[src/rtl/unified_mem_arbiter_pkg.sv]
// Shared state and owner encodings for the unified I/D memory arbiter.
// The CPU stall logic imports these to decode the arbiter's registered state.
package unified_mem_arbiter_pkg;

  typedef enum logic {
    ST_IDLE = 1'b0,
    ST_WAIT = 1'b1
  } arb_state_e;

  typedef enum logic [1:0] {
    OWN_NONE = 2'd0,
    OWN_I    = 2'd1,
    OWN_D    = 2'd2
  } arb_owner_e;

endpackage

[src/rtl/arb_timeout_counter.sv]
// Clear/enable cycle counter; 'expired' is high while enabled at TIMEOUT-1.
module arb_timeout_counter #(
  parameter int TIMEOUT = 16
) (
  input  logic clk,
  input  logic reset,
  input  logic clr,
  input  logic en,
  output logic expired
);

  localparam int CW = (TIMEOUT > 1) ? $clog2(TIMEOUT) : 1;

  logic [CW-1:0] cnt;

  always_ff @(posedge clk or posedge reset) begin
    if (reset)    cnt <= '0;
    else if (clr) cnt <= '0;
    else if (en)  cnt <= cnt + 1'b1;
  end

  assign expired = en && (cnt == CW'(TIMEOUT - 1));

endmodule

[src/rtl/unified_mem_arbiter.sv]
// Shares one single-ported memory between fetch (I) and MEM-stage (D) ports.
// One transaction in flight; grant and response routing are combinational.
module unified_mem_arbiter
  import unified_mem_arbiter_pkg::*;
#(
  parameter int ADDR_W     = 64,
  parameter int DATA_W     = 64,
  parameter int STARVE_MAX = 4,
  parameter int TIMEOUT    = 16
) (
  input  logic              clk,
  input  logic              reset,
  input  logic              i_req,
  input  logic [ADDR_W-1:0] i_addr,
  output logic              i_gnt,
  output logic              i_rvalid,
  output logic [DATA_W-1:0] i_rdata,
  input  logic              d_req,
  input  logic              d_we,
  input  logic [ADDR_W-1:0] d_addr,
  input  logic [DATA_W-1:0] d_wdata,
  output logic              d_gnt,
  output logic              d_rvalid,
  output logic [DATA_W-1:0] d_rdata,
  output logic              m_req,
  output logic              m_we,
  output logic [ADDR_W-1:0] m_addr,
  output logic [DATA_W-1:0] m_wdata,
  input  logic              m_rvalid,
  input  logic [DATA_W-1:0] m_rdata,
  output logic              busy,
  output logic              err
);

  localparam int SW = $clog2(STARVE_MAX + 1);

  arb_state_e    state, state_nxt;
  arb_owner_e    owner, owner_nxt;
  logic          owner_we, owner_we_nxt;
  logic [SW-1:0] starve_cnt;
  logic          i_wins;
  logic          tmo_expired;
  logic          tmo_abort;
  logic          tmo_clr;
  logic          tmo_en;

  // D normally wins (older instruction); a starved fetch overrides it.
  assign i_wins = i_req && (!d_req || (starve_cnt == SW'(STARVE_MAX)));

  assign tmo_en    = (state == ST_WAIT);
  assign tmo_clr   = (state != ST_WAIT) || m_rvalid || tmo_expired;
  assign tmo_abort = (state == ST_WAIT) && !m_rvalid && tmo_expired;
  assign busy      = (state == ST_WAIT);

  arb_timeout_counter #(
    .TIMEOUT(TIMEOUT)
  ) u_tmo (
    .clk    (clk),
    .reset  (reset),
    .clr    (tmo_clr),
    .en     (tmo_en),
    .expired(tmo_expired)
  );

  always_comb begin
    state_nxt    = state;
    owner_nxt    = owner;
    owner_we_nxt = owner_we;
    i_gnt        = 1'b0;
    d_gnt        = 1'b0;
    i_rvalid     = 1'b0;
    i_rdata      = '0;
    d_rvalid     = 1'b0;
    d_rdata      = '0;
    m_req        = 1'b0;
    m_we         = 1'b0;
    m_addr       = '0;
    m_wdata      = '0;
    case (state)
      ST_IDLE: begin
        if (i_req || d_req) begin
          m_req     = 1'b1;
          state_nxt = ST_WAIT;
          if (i_wins) begin
            i_gnt        = 1'b1;
            m_addr       = i_addr;
            owner_nxt    = OWN_I;
            owner_we_nxt = 1'b0;
          end else begin
            d_gnt        = 1'b1;
            m_we         = d_we;
            m_addr       = d_addr;
            m_wdata      = d_wdata;
            owner_nxt    = OWN_D;
            owner_we_nxt = d_we;
          end
        end
      end
      ST_WAIT: begin
        if (m_rvalid) begin
          if (owner == OWN_I) begin
            i_rvalid = 1'b1;
            i_rdata  = m_rdata;
          end else if (owner == OWN_D) begin
            d_rvalid = 1'b1;
            d_rdata  = owner_we ? '0 : m_rdata;
          end
          state_nxt = ST_IDLE;
          owner_nxt = OWN_NONE;
        end else if (tmo_expired) begin
          state_nxt = ST_IDLE;
          owner_nxt = OWN_NONE;
        end
      end
      default: begin
        state_nxt = ST_IDLE;
        owner_nxt = OWN_NONE;
      end
    endcase
  end

  always_ff @(posedge clk or posedge reset) begin
    if (reset) begin
      state    <= ST_IDLE;
      owner    <= OWN_NONE;
      owner_we <= 1'b0;
      err      <= 1'b0;
    end else begin
      state    <= state_nxt;
      owner    <= owner_nxt;
      owner_we <= owner_we_nxt;
      if (tmo_abort) err <= 1'b1;
    end
  end

  // Any cycle without a pending fetch means nothing is being starved.
  always_ff @(posedge clk or posedge reset) begin
    if (reset)
      starve_cnt <= '0;
    else if (!i_req || i_gnt)
      starve_cnt <= '0;
    else if (d_gnt && (starve_cnt != SW'(STARVE_MAX)))
      starve_cnt <= starve_cnt + 1'b1;
  end

endmodule
[config.mk]
export PLATFORM = sky130hd
export DESIGN_NAME = unified_mem_arbiter
export DESIGN_NICKNAME = d
export VERILOG_FILES = /design/src/rtl/unified_mem_arbiter_pkg.sv /design/src/rtl/arb_timeout_counter.sv /design/src/rtl/unified_mem_arbiter.sv
export SDC_FILE = /design/constraint.sdc
export NUM_CORES = 1
export LEC_CHECK = 0
export ABC_AREA = 1
export BUFFER_PORTS_ARGS = -buffer_cell sky130_fd_sc_hd__buf_2
export CAP_MARGIN = 20
export CELL_PAD_IN_SITES_DETAIL_PLACEMENT = 2
export CELL_PAD_IN_SITES_GLOBAL_PLACEMENT = 2
export CORE_AREA = 8 8 196 198
export DETAILED_ROUTE_END_ITERATION = 8
export DIE_AREA = 0 0 204 206
export GPL_TIMING_DRIVEN = 0
export PLACE_DENSITY = 0.79
export SLEW_MARGIN = 10
export SYNTH_ARGS = -nofsm -noshare
export SYNTH_HDL_FRONTEND = slang
export SYNTH_SLANG_ARGS = --single-unit
[constraint.sdc]
create_clock -name clk -period 3.1 [get_ports clk]
set_input_delay 0.155 -clock clk [delete_from_list [all_inputs] [get_ports clk]]
set_output_delay 0.155 -clock clk [all_outputs]
set_load 0.05 [all_outputs]
==> reports/summary.txt, run 1 <==
Fmax -> 410.8 MHz
WP data arrival -> 2.28 ns
Commonest non-fill, non-tap cell in the layout -> buf_2
Core Area -> 35220 sq um
Largest cells by area after synthesis -> nor2_1 29%, inv_1 16%, nand3b_1 14%
Status -> completed
Met3 WL -> 2626 um
Fin area -> 6714 sq um
CTS max path bufs -> 2
Final setup fails -> 0
Fill cells -> 4506
First-pass GRT wire length -> 42480 um
Most frequent cells in the layout -> 559 x buf_2, 264 x nor2_1, 143 x inv_1
Max Slew Vio Count -> 0
Total gr overflow -> 0
Dpl cell area -> 6605 sq um
Mapped Nets -> 972
Hold WC Path Type -> in2reg
GRT Total Usage -> 0.1283
Min Tclk post-route -> 2.434 ns
Synth top area share -> 0.2914
Detail Route Antenna Nets -> 0
Number of global-route vias before repair -> 7430
Synth Area per Inst -> 4.810 sq um
Cell variety after synth -> 20
Hold Path Origin -> d_we
Place WS -> 0.8780 ns
I/O Buffers -> 525
TritonCTS buffer count -> 3
Post-CTS sizing -> 0
Worst Path Required -> 2.94 ns
Cells after Synth -> 707
Cell area power density -> 412.0 nW/um^2
Initial antenna violation count -> 6
Final WS setup -> 0.6658 ns
IO Pins -> 526
Peak VDD IR -> 0.1343 mV
Max_slew headroom -> 0.5321
Post-synthesis sequential area ratio -> 0.08830
Clock Latency Late Sink -> 0.24 ns
Hold Slack -> 0.2398 ns
Startpoint types -> flop
Worst setup path startpoint -> starve_cnt[0]
WL met2 -> 15660 um
CTS H-tree lvls -> 1
Cts hold-fix bufs -> 1
Measured slew at the worst slew-check pin -> 0.7018 ns
Setup repair bufs after CTS -> 0
Setup Skew -> 0.001719 ns
CTS clk-pin slew, worst paths -> 0.04 ns
Initial cell density of the core -> 0.09655
Post-DP HPWL -> 26350 um
DRT Wirelength -> 29420 um
Clock net sink count -> 12
Layout area overhead -> 97.42%
First-pass DRT Iterations -> 4
Layout cell share with drive strength beyond 1 -> 0.4632
Crit share post-route -> 0.7852
Setup TNS -> 0 ns
RSZ-0062 raised after global routing -> false
Final Hold Viols -> 0
R2R Path Start -> starve_cnt[0]
Crit Path Class -> reg2out
Total power -> 2.766 mW
Die area -> 42020 sq um
Cell Area, Synth -> 3401 sq um
Crit-path max FO -> 10
WL met1 -> 10530 um
Yosys reg bits -> 12
CP endpoint kind -> output pin
Max Cap Viol -> 0
Vias -> 6516
CTS tree -> built
Largest net degree at the start of global routing -> 13
Lkg Pwr -> 4.627 nW
Die Wd -> 204 um
DRC -> 0
Final net count -> 1503
GPL Wtd Cong -> 0.8223
Drt initial violations -> 186
WL/cell -> 17.29 um
Top sig layer -> met5
Site row count -> 69
Synth warn -> 0
Vias/cell -> 3.828
Library cell with the largest summed area after synthesis -> nor2_1
Die Height -> 206 um
CTS root buf -> clkbuf_16
## metal layers
metal	track usage	vias up
li1	-	3144
met1	0.1280	3019
met2	0.2550	325
met3	0.03652	24
met4	0.03420	4
met5	0	-
## cell families (layout without fill, tap and decap cells)
| kind of cell | Yosys count | after routing | share of synthesized area |
|---|---|---|---|
| adders and majority gates | 3 | 3 | 0.01104 |
| xor gates and xnor gates | 1 | 1 | 0.002576 |
| DFF | 12 | 12 | 0.08830 |
| buffers and inverters | 199 | 729 | 0.2465 |
| other | 0 | 4 | 0 |
| and+or+nand+nor | 422 | 422 | 0.5478 |
| AOI/OAI and AO/OA | 70 | 70 | 0.1038 |
## critical path, stage by stage, from the launching register on
cell	delay, ns
dfrtp_1	0.39
inv_1	0.08
ha_1	0.16
nand2_1	0.06
nand2_1	0.17
buf_2	0.27
buf_2	0.28
a21oi_1	0.09
nor2_1	0.21
buf_2	0.31
## stage by stage
stage,util,cells
2_1_floorplan,-,707
3_3_place_gp,0.1875,1693
4_1_cts,0.1903,1698
3_5_place_dp,0.1875,1693
5_1_grt,0.1906,1702
6_report,0.1906,1702
## sequential cells by signal (all words and copies together) (netlist names)
register,flops
u_tmo.cnt,4
starve_cnt,3
owner,2
busy,1
err,1
owner_we,1
## Yosys cell counts
cell type and n:
nor2_1 264, o21bai_1 1, nor2_2 1, xor2_1 1, dfrtp_1 12, clkbuf_1 7
nand4_1 3, o21ai_0 3, inv_1 143, a21oi_1 66, nand3_1 7, buf_6 6
nand3b_1 64, buf_2 34, ha_1 3, nand2_4 1, nand2_1 81, buf_1 8
buf_4 1, nor3_4 1
## area by class of cell
| cell class | count | area, sq um | share of cell area |
|---|---|---|---|
| Multi-Input combinational cell | 496 | 2262 | 0.3369 |
| Tap cell | 461 | 576.8 | 0.08591 |
| Buffer | 56 | 301.5 | 0.04491 |
| Sequential cell | 12 | 300.3 | 0.04473 |
| Inverter | 143 | 536.8 | 0.07995 |
| Antenna cell | 4 | 10.01 | 0.001491 |
| Clock buffer | 4 | 88.84 | 0.01323 |
| Timing Repair Buffer | 526 | 2638 | 0.3928 |
## report_power, final
group	switching, mW	internal (mW)
combinational	1.78	0.528
sequential	0.0228	0.178
clock	0.0660	0.195
## path summary, 6_finish.rpt
check | depth (start not counted) | to | slack (ns)
setup / recovery | 9 | m_addr[40] | 0.67
setup reg to reg | 9 | owner[1] | 1.27
max in group asynchronous | 3 | err | 2.26
hold reg to reg | 1 | u_tmo.cnt[0] | 0.48
min in group asynchronous | 3 | starve_cnt[1] | 0.52
hold / removal | 3 | owner_we | 0.24
No activity file was read; power rests on OpenSTA's default activity.
==> inputs of run 2 (changes only) <==
- CORE_AREA: 8 8 196 198 -> 8 8 199 201
- DIE_AREA: 0 0 204 206 -> 0 0 207 209
- PLACE_DENSITY: 0.79 -> 0.8
- clock period: 3.1 -> 2.1 ns (I/O delays scaled with it)
==> run 2 against run 1 <==
Net effect:
- register-to-register slack lost 0.67 ns
- worst setup slack worse by 0.57 ns
- design area is 9.4% higher
- first-iteration DRC count fell by 18%
- combinational power grew 61%
- utilization is 1.2 points higher
- largest cell class unchanged
- largest power group unchanged
- via count is 1.0% higher
- clock skew rose by 0.0022 ns
- routed wire length rose by 1.3%
- cell count grew 0.41%
- sequential share of layout area is 0.37 points lower
==> reports/summary.txt, run 2 (synthesis results as in run 1) <==
Status -> completed
IO Pins -> 526
Fmax -> 499.8 MHz
Final Hold Viols -> 0
Clock Latency Late Sink -> 0.24 ns
DRT Wirelength -> 29810 um
Max Slew Vio Count -> 0
Switching Share -> 0.6527
Flop-to-flop setup slack -> 0.60 ns
First-pass GRT wire length -> 43640 um
Total power -> 4.385 mW
Top flop regs -> u_tmo.cnt: 4 flops, starve_cnt: 3 flops, owner: 2 flops
Hold Path Origin -> m_rvalid
Initial cell density of the core -> 0.09379
CTS max path bufs -> 2
CTS root buf -> clkbuf_16
RSZ-0062 raised after global routing -> true
Biggest register -> u_tmo.cnt
Hold WC Path Type -> in2reg
Startpoint types -> flop
Die Height -> 209 um
Most frequent cells in the layout -> 467 x buf_2, 178 x nor2_1, 143 x inv_1
Comb power frac -> 0.850
Layout cell share with drive strength beyond 1 -> 0.5412
Max Cap Viol -> 0
Vias/cell -> 3.851
Number of global-route vias before repair -> 7445
Crit-path max FO -> 10
Post-DP HPWL -> 26540 um
DRC -> 0
Clock power frac -> 0.082
R2R Path Start -> starve_cnt[0]
Commonest non-fill, non-tap cell in the layout -> buf_2
CTS tree -> built
Final WS setup -> 0.09929 ns
Worst Path Required -> 2.00 ns
Die area -> 43260 sq um
RR Endpoint -> owner[1]
Lkg Pwr -> 4.680 nW
I/O Buffers -> 525
Max FFs per register -> 4
Crit Path Class -> reg2out
Final net count -> 1504
Initial antenna violation count -> 4
GRT Total Usage -> 0.1268
Internal cell power -> 1.523 mW
Peak VDD IR -> 0.2873 mV
Hold Path Sink -> u_tmo.cnt[2]
Crit share post-route -> 0.9527
Total gr overflow -> 0
Fill cells -> 4548
WL/cell -> 17.44 um
Measured slew at the worst slew-check pin -> 0.5889 ns
Seq pwr share -> 0.068
Clock net sink count -> 12
Largest net degree at the start of global routing -> 13
Place WS -> -0.1087 ns
Final setup fails -> 0
Max_slew headroom -> 0.6074
Site row count -> 70
Drt initial violations -> 153
First-pass DRT Iterations -> 4
Core Area -> 36260 sq um
Hold Path Stages -> 4
Die Wd -> 207 um
CP endpoint kind -> output pin
Setup Skew -> 0.003903 ns
CTS H-tree lvls -> 1
Detail Route Antenna Nets -> 0
CTS clk-pin slew, worst paths -> 0.05 ns
Cell area power density -> 596.9 nW/um^2
TritonCTS buffer count -> 3
Min Tclk post-route -> 2.001 ns
Net switching power -> 2.862 mW
WP data arrival -> 1.90 ns
GPL Wtd Cong -> 0.8056
Layout area overhead -> 116.0%
Vias -> 6581
Reg2Reg Depth -> 9
==> run 2: cell types whose count changed in the layout (fill, tap and decap cells not counted), sizes merged <==
cell / previous run / this run
clkbuf: 11 / 28
diode: 4 / 3
buf: 574 / 558
==> run 2: per-layer routing <==
| layer | up-vias | part of all wire | track usage | wire, um |
|---|---|---|---|---|
| met4 | 0 | 0.017 | 0.02933 | 518 |
| li1 | 3147 | - | - | - |
| met2 | 343 | 0.54 | 0.2565 | 16060 |
| met3 | 23 | 0.098 | 0.04939 | 2934 |
| met5 | - | 0 | 0 | 0 |
| met1 | 3068 | 0.35 | 0.1168 | 10300 |
==> run 2: worst max path at each step <==
stage	from	slack, ns	endpoint
5_1_grt	starve_cnt[0]	-0.01	m_addr[62]
3_5_place_dp	starve_cnt[0]	-0.11	m_wdata[61]
4_1_cts	starve_cnt[0]	-0.01	m_addr[47]
2_1_floorplan	busy	-0.08	d_rdata[10]
3_3_place_gp	starve_cnt[0]	-0.03	m_wdata[60]
6_report	starve_cnt[0]	0.1	m_addr[59]
==> run 2: final cells by class <==
type | count | area, sq um | area share
plain buffers | 56 | 366.6 | 0.04990
flip-flops and latches | 12 | 301.5 | 0.04104
diodes | 3 | 7.507 | 0.001022
repair buffers | 527 | 2955 | 0.4022
inverters | 143 | 536.8 | 0.07306
multi-input cells | 496 | 2515 | 0.3423
well taps | 468 | 585.6 | 0.07970
clock buffers | 4 | 78.83 | 0.01073
==> run 2: what timing repair did <==
action / in CTS / in global routing
gates resized for setup: 77 / 103
hold buffers: 1 / 0
pin swaps: 1 / 5
setup endpoints to repair: 140 / 83
hold endpoints to repair: 12 / 0
buffers inserted: 1 / 0
==> run 2: critical path, cell delays in order (launching register included) <==
cell	delay (ns)
dfrtp_1	0.38
inv_1	0.09
ha_1	0.19
nand2_2	0.08
nand2_4	0.10
buf_6	0.16
buf_4	0.20
a21oi_1	0.10
nor2_2	0.12
clkbuf_4	0.23
==> run 2: stage by stage <==
| step | util | instances | setup TNS [ns] | area, sq um | hold slack [ns] |
|---|---|---|---|---|---|
| floorplan | - | 707 | -4.954 | 3585 | -0.03037 |
| global placement | 0.1875 | 1700 | -0.2941 | 6798 | 0.1372 |
| detailed placement | 0.1875 | 1700 | -1.757 | 6798 | 0.1612 |
| CTS | 0.1957 | 1706 | -0.01222 | 7096 | 0.1813 |
| global route | 0.2026 | 1709 | -0.04568 | 7347 | 0.2167 |
| finish | 0.2026 | 1709 | 0 | 7347 | 0.1821 |
==> run 2: power groups by stage <==
stage	clock (mW)	sequential [mW]	combinational, mW
2_1_floorplan	0	0.311	2.45
4_1_cts	0.371	0.299	3.64
3_5_place_dp	0	0.301	3.51
6_report	0.359	0.299	3.73
3_3_place_gp	0	0.298	3.45
5_1_grt	0.377	0.302	3.95
==> inputs of run 3 (changes only) <==
- CELL_PAD_IN_SITES_DETAIL_PLACEMENT: 2 -> 1
- CELL_PAD_IN_SITES_GLOBAL_PLACEMENT: 2 -> 1
- CORE_AREA: 8 8 199 201 -> 8 8 196 198
- DIE_AREA: 0 0 207 209 -> 0 0 204 206
- PLACE_DENSITY: 0.8 -> 0.6
==> run 3 against run 2 <==
Net effect:
- via count fell by 3.1%
- global-route usage is 1.0 points lower
- cell count shrank 0.53%
- total power fell by 1.3%
- worst setup slack lost 0.017 ns
- clock power down 2%
- maximum frequency down 0.82%
- non-clock buffer count unchanged
- critical path depth stayed put
- clock skew down 0.0027 ns
- first-iteration DRC count rose by 4.6%
- critical path type unchanged
- largest cell class unchanged
- highest routed layer unchanged
==> reports/summary.txt, run 3 (synthesis results as in run 1) <==
Status -> completed
Initial antenna violation count -> 2
CTS root buf -> clkbuf_16
I/O Buffers -> 525
Detail Route Antenna Nets -> 0
Post-DP HPWL -> 24520 um
TritonCTS buffer count -> 3
Measured slew at the worst slew-check pin -> 0.6823 ns
CTS tree -> built
Vias/cell -> 3.749
Min Tclk post-route -> 2.017 ns
Finished Layout Cells -> 1700
Final setup fails -> 0
Final Hold Viols -> 0
CP endpoint kind -> output pin
Drt initial violations -> 160
RSZ-0062 raised after global routing -> true
Worst setup path startpoint -> starve_cnt[0]
Site row count -> 69
Largest net degree at the start of global routing -> 13
R2R Path Start -> starve_cnt[0]
GRT Total Usage -> 0.1165
Cell area power density -> 591.3 nW/um^2
Hold Path Origin -> m_rvalid
DRC -> 0
Setup Skew -> 0.001200 ns
Crit Path Class -> reg2out
Switching Share -> 0.6497
Top delay family on crit path -> buffers and inverters
Hold Path Stages -> 4
RR Endpoint -> owner[1]
Crit-path max FO -> 10
Clock Latency Late Sink -> 0.24 ns
Final WS setup -> 0.08270 ns
Reg2Reg Depth -> 9
Net switching power -> 2.813 mW
Commonest non-fill, non-tap cell in the layout -> buf_2
Initial cell density of the core -> 0.09655
Die area -> 42020 sq um
Max Cap Viol -> 0
Lkg Pwr -> 4.680 nW
Die Wd -> 204 um
Number of global-route vias before repair -> 7063
Fmax -> 495.7 MHz
GPL Wtd Cong -> 0.8116
Vias -> 6374
Comb power frac -> 0.850
CTS clk-pin slew, worst paths -> 0.04 ns
Max Slew Vio Count -> 0
Die Height -> 206 um
Max_slew headroom -> 0.5451
First-pass DRT Iterations -> 6
CP cell instances -> inv_1 > ha_1 > nand2_2 > nand2_4 > buf_6 > buf_4 > a21oi_1 > nor2_1 > buf_6
Crit share post-route -> 0.9606
Total gr overflow -> 0
Flop-to-flop setup slack -> 0.58 ns
Setup TNS -> 0 ns
Fill cells -> 4665
DRT Wirelength -> 27210 um
First-pass GRT wire length -> 38920 um
Cell mode on critical path -> buf_6
WP data arrival -> 1.91 ns
Layout area overhead -> 115.3%
Worst Path Required -> 2.00 ns
Top flop regs -> u_tmo.cnt: 4 flops, starve_cnt: 3 flops, owner: 2 flops
Seq pwr share -> 0.069
CTS max path bufs -> 2
Biggest register -> u_tmo.cnt
IO Pins -> 526
Core Area -> 35220 sq um
Clock net sink count -> 12
Internal cell power -> 1.517 mW
Crit path buf inv count -> 4
Most frequent cells in the layout -> 468 x buf_2, 175 x nor2_1, 143 x inv_1
Critical Path Max Stage Delay -> 0.39 ns
Final net count -> 1504
CTS H-tree lvls -> 1
Max FFs per register -> 4
Startpoint types -> flop
Finished Core Util -> 0.2079
Placed cell count -> 1693
Crit path max-delay cell type -> dfrtp_1
WL/cell -> 16.01 um
Hold Path Sink -> err
Clock power frac -> 0.081
Place WS -> -0.09031 ns
Hold WC Path Type -> in2reg
Peak VDD IR -> 0.3407 mV
Layout cell share with drive strength beyond 1 -> 0.5428
## run 3: changes by cell type in the layout (fill, tap and decap cells not counted)
| cell | previous run | this run |
|---|---|---|
| buf_6 | 37 | 29 |
| nand2_1 | 76 | 78 |
| nor2_2 | 84 | 87 |
| diode_2 | 3 | 1 |
| buf_4 | 47 | 56 |
| nand2_2 | 3 | 1 |
| nor2_1 | 178 | 175 |
| clkbuf_4 | 17 | 13 |
| buf_8 | 2 | 4 |
| a21oi_2 | 0 | 1 |
| buf_2 | 467 | 468 |
| a21oi_1 | 66 | 65 |
## run 3: what timing repair did
action / CTS / global route
endpoints found under the setup margin: 132 / 116
pin swaps: 0 / 5
hold buffers: 1 / 0
setup buffers: 0 / 1
endpoints found under the hold margin: 12 / 0
gates resized for setup: 100 / 62
## run 3: final cells by class
type | count | area [sq um] | share of cell area
Timing Repair Buffer | 527 | 2933 | 0.4005
Multi-Input combinational cell | 496 | 2521 | 0.3443
Tap cell | 461 | 576.8 | 0.07878
Inverter | 143 | 536.8 | 0.07331
Buffer | 56 | 371.6 | 0.05075
Sequential cell | 12 | 301.5 | 0.04118
Clock buffer | 4 | 78.83 | 0.01077
Antenna cell | 1 | 2.502 | 0.0003418
## run 3: per-stage QoR
step                instance area, sq um  hold slack (ns)  power [mW]
floorplan                           3585         -0.03037       2.757
global placement                    6789           0.1409       3.755
detailed placement                  6789           0.1387       3.771
CTS                                 7141           0.1889       4.301
global route                        7322           0.2133       4.592
finish                              7322           0.1848       4.330
## run 3: layer usage
metal  vias to the layer above  GRT usage  wire length [um]  part of all wire
met5                         -          0                 0                 0
met4                         0    0.03240               561             0.021
met3                        28    0.03401              2678             0.098
met2                       339     0.2319             14170              0.52
met1                      2866     0.1149              9808              0.36
li1                       3141          -                 -                 -
## run 3: how the worst max path moves through the flow
stage | end | slack, ns | cells after the start
2_1_floorplan | d_rdata[10] | -0.08 | 5
3_3_place_gp | m_addr[43] | -0.08 | 9
3_5_place_dp | m_addr[43] | -0.09 | 9
4_1_cts | m_addr[43] | -0.02 | 10
5_1_grt | m_addr[7] | -0.03 | 9
6_report | m_addr[17] | 0.08 | 9
## run 3: tightest hold or removal path: cells and delay by family
family / cells / cell delay [ns]
buffers and inverters: 2 / 0.16
and+or+nand+nor: 1 / 0.07
AOI/OAI and AO/OA: 1 / 0.05
## run 3: power by group through the flow
stage	Clock, mW	Sequential (mW)	Combinational, mW
2_1_floorplan	0	0.311	2.45
6_report	0.352	0.297	3.68
3_5_place_dp	0	0.299	3.47
5_1_grt	0.376	0.302	3.91
3_3_place_gp	0	0.299	3.46
4_1_cts	0.362	0.298	3.64
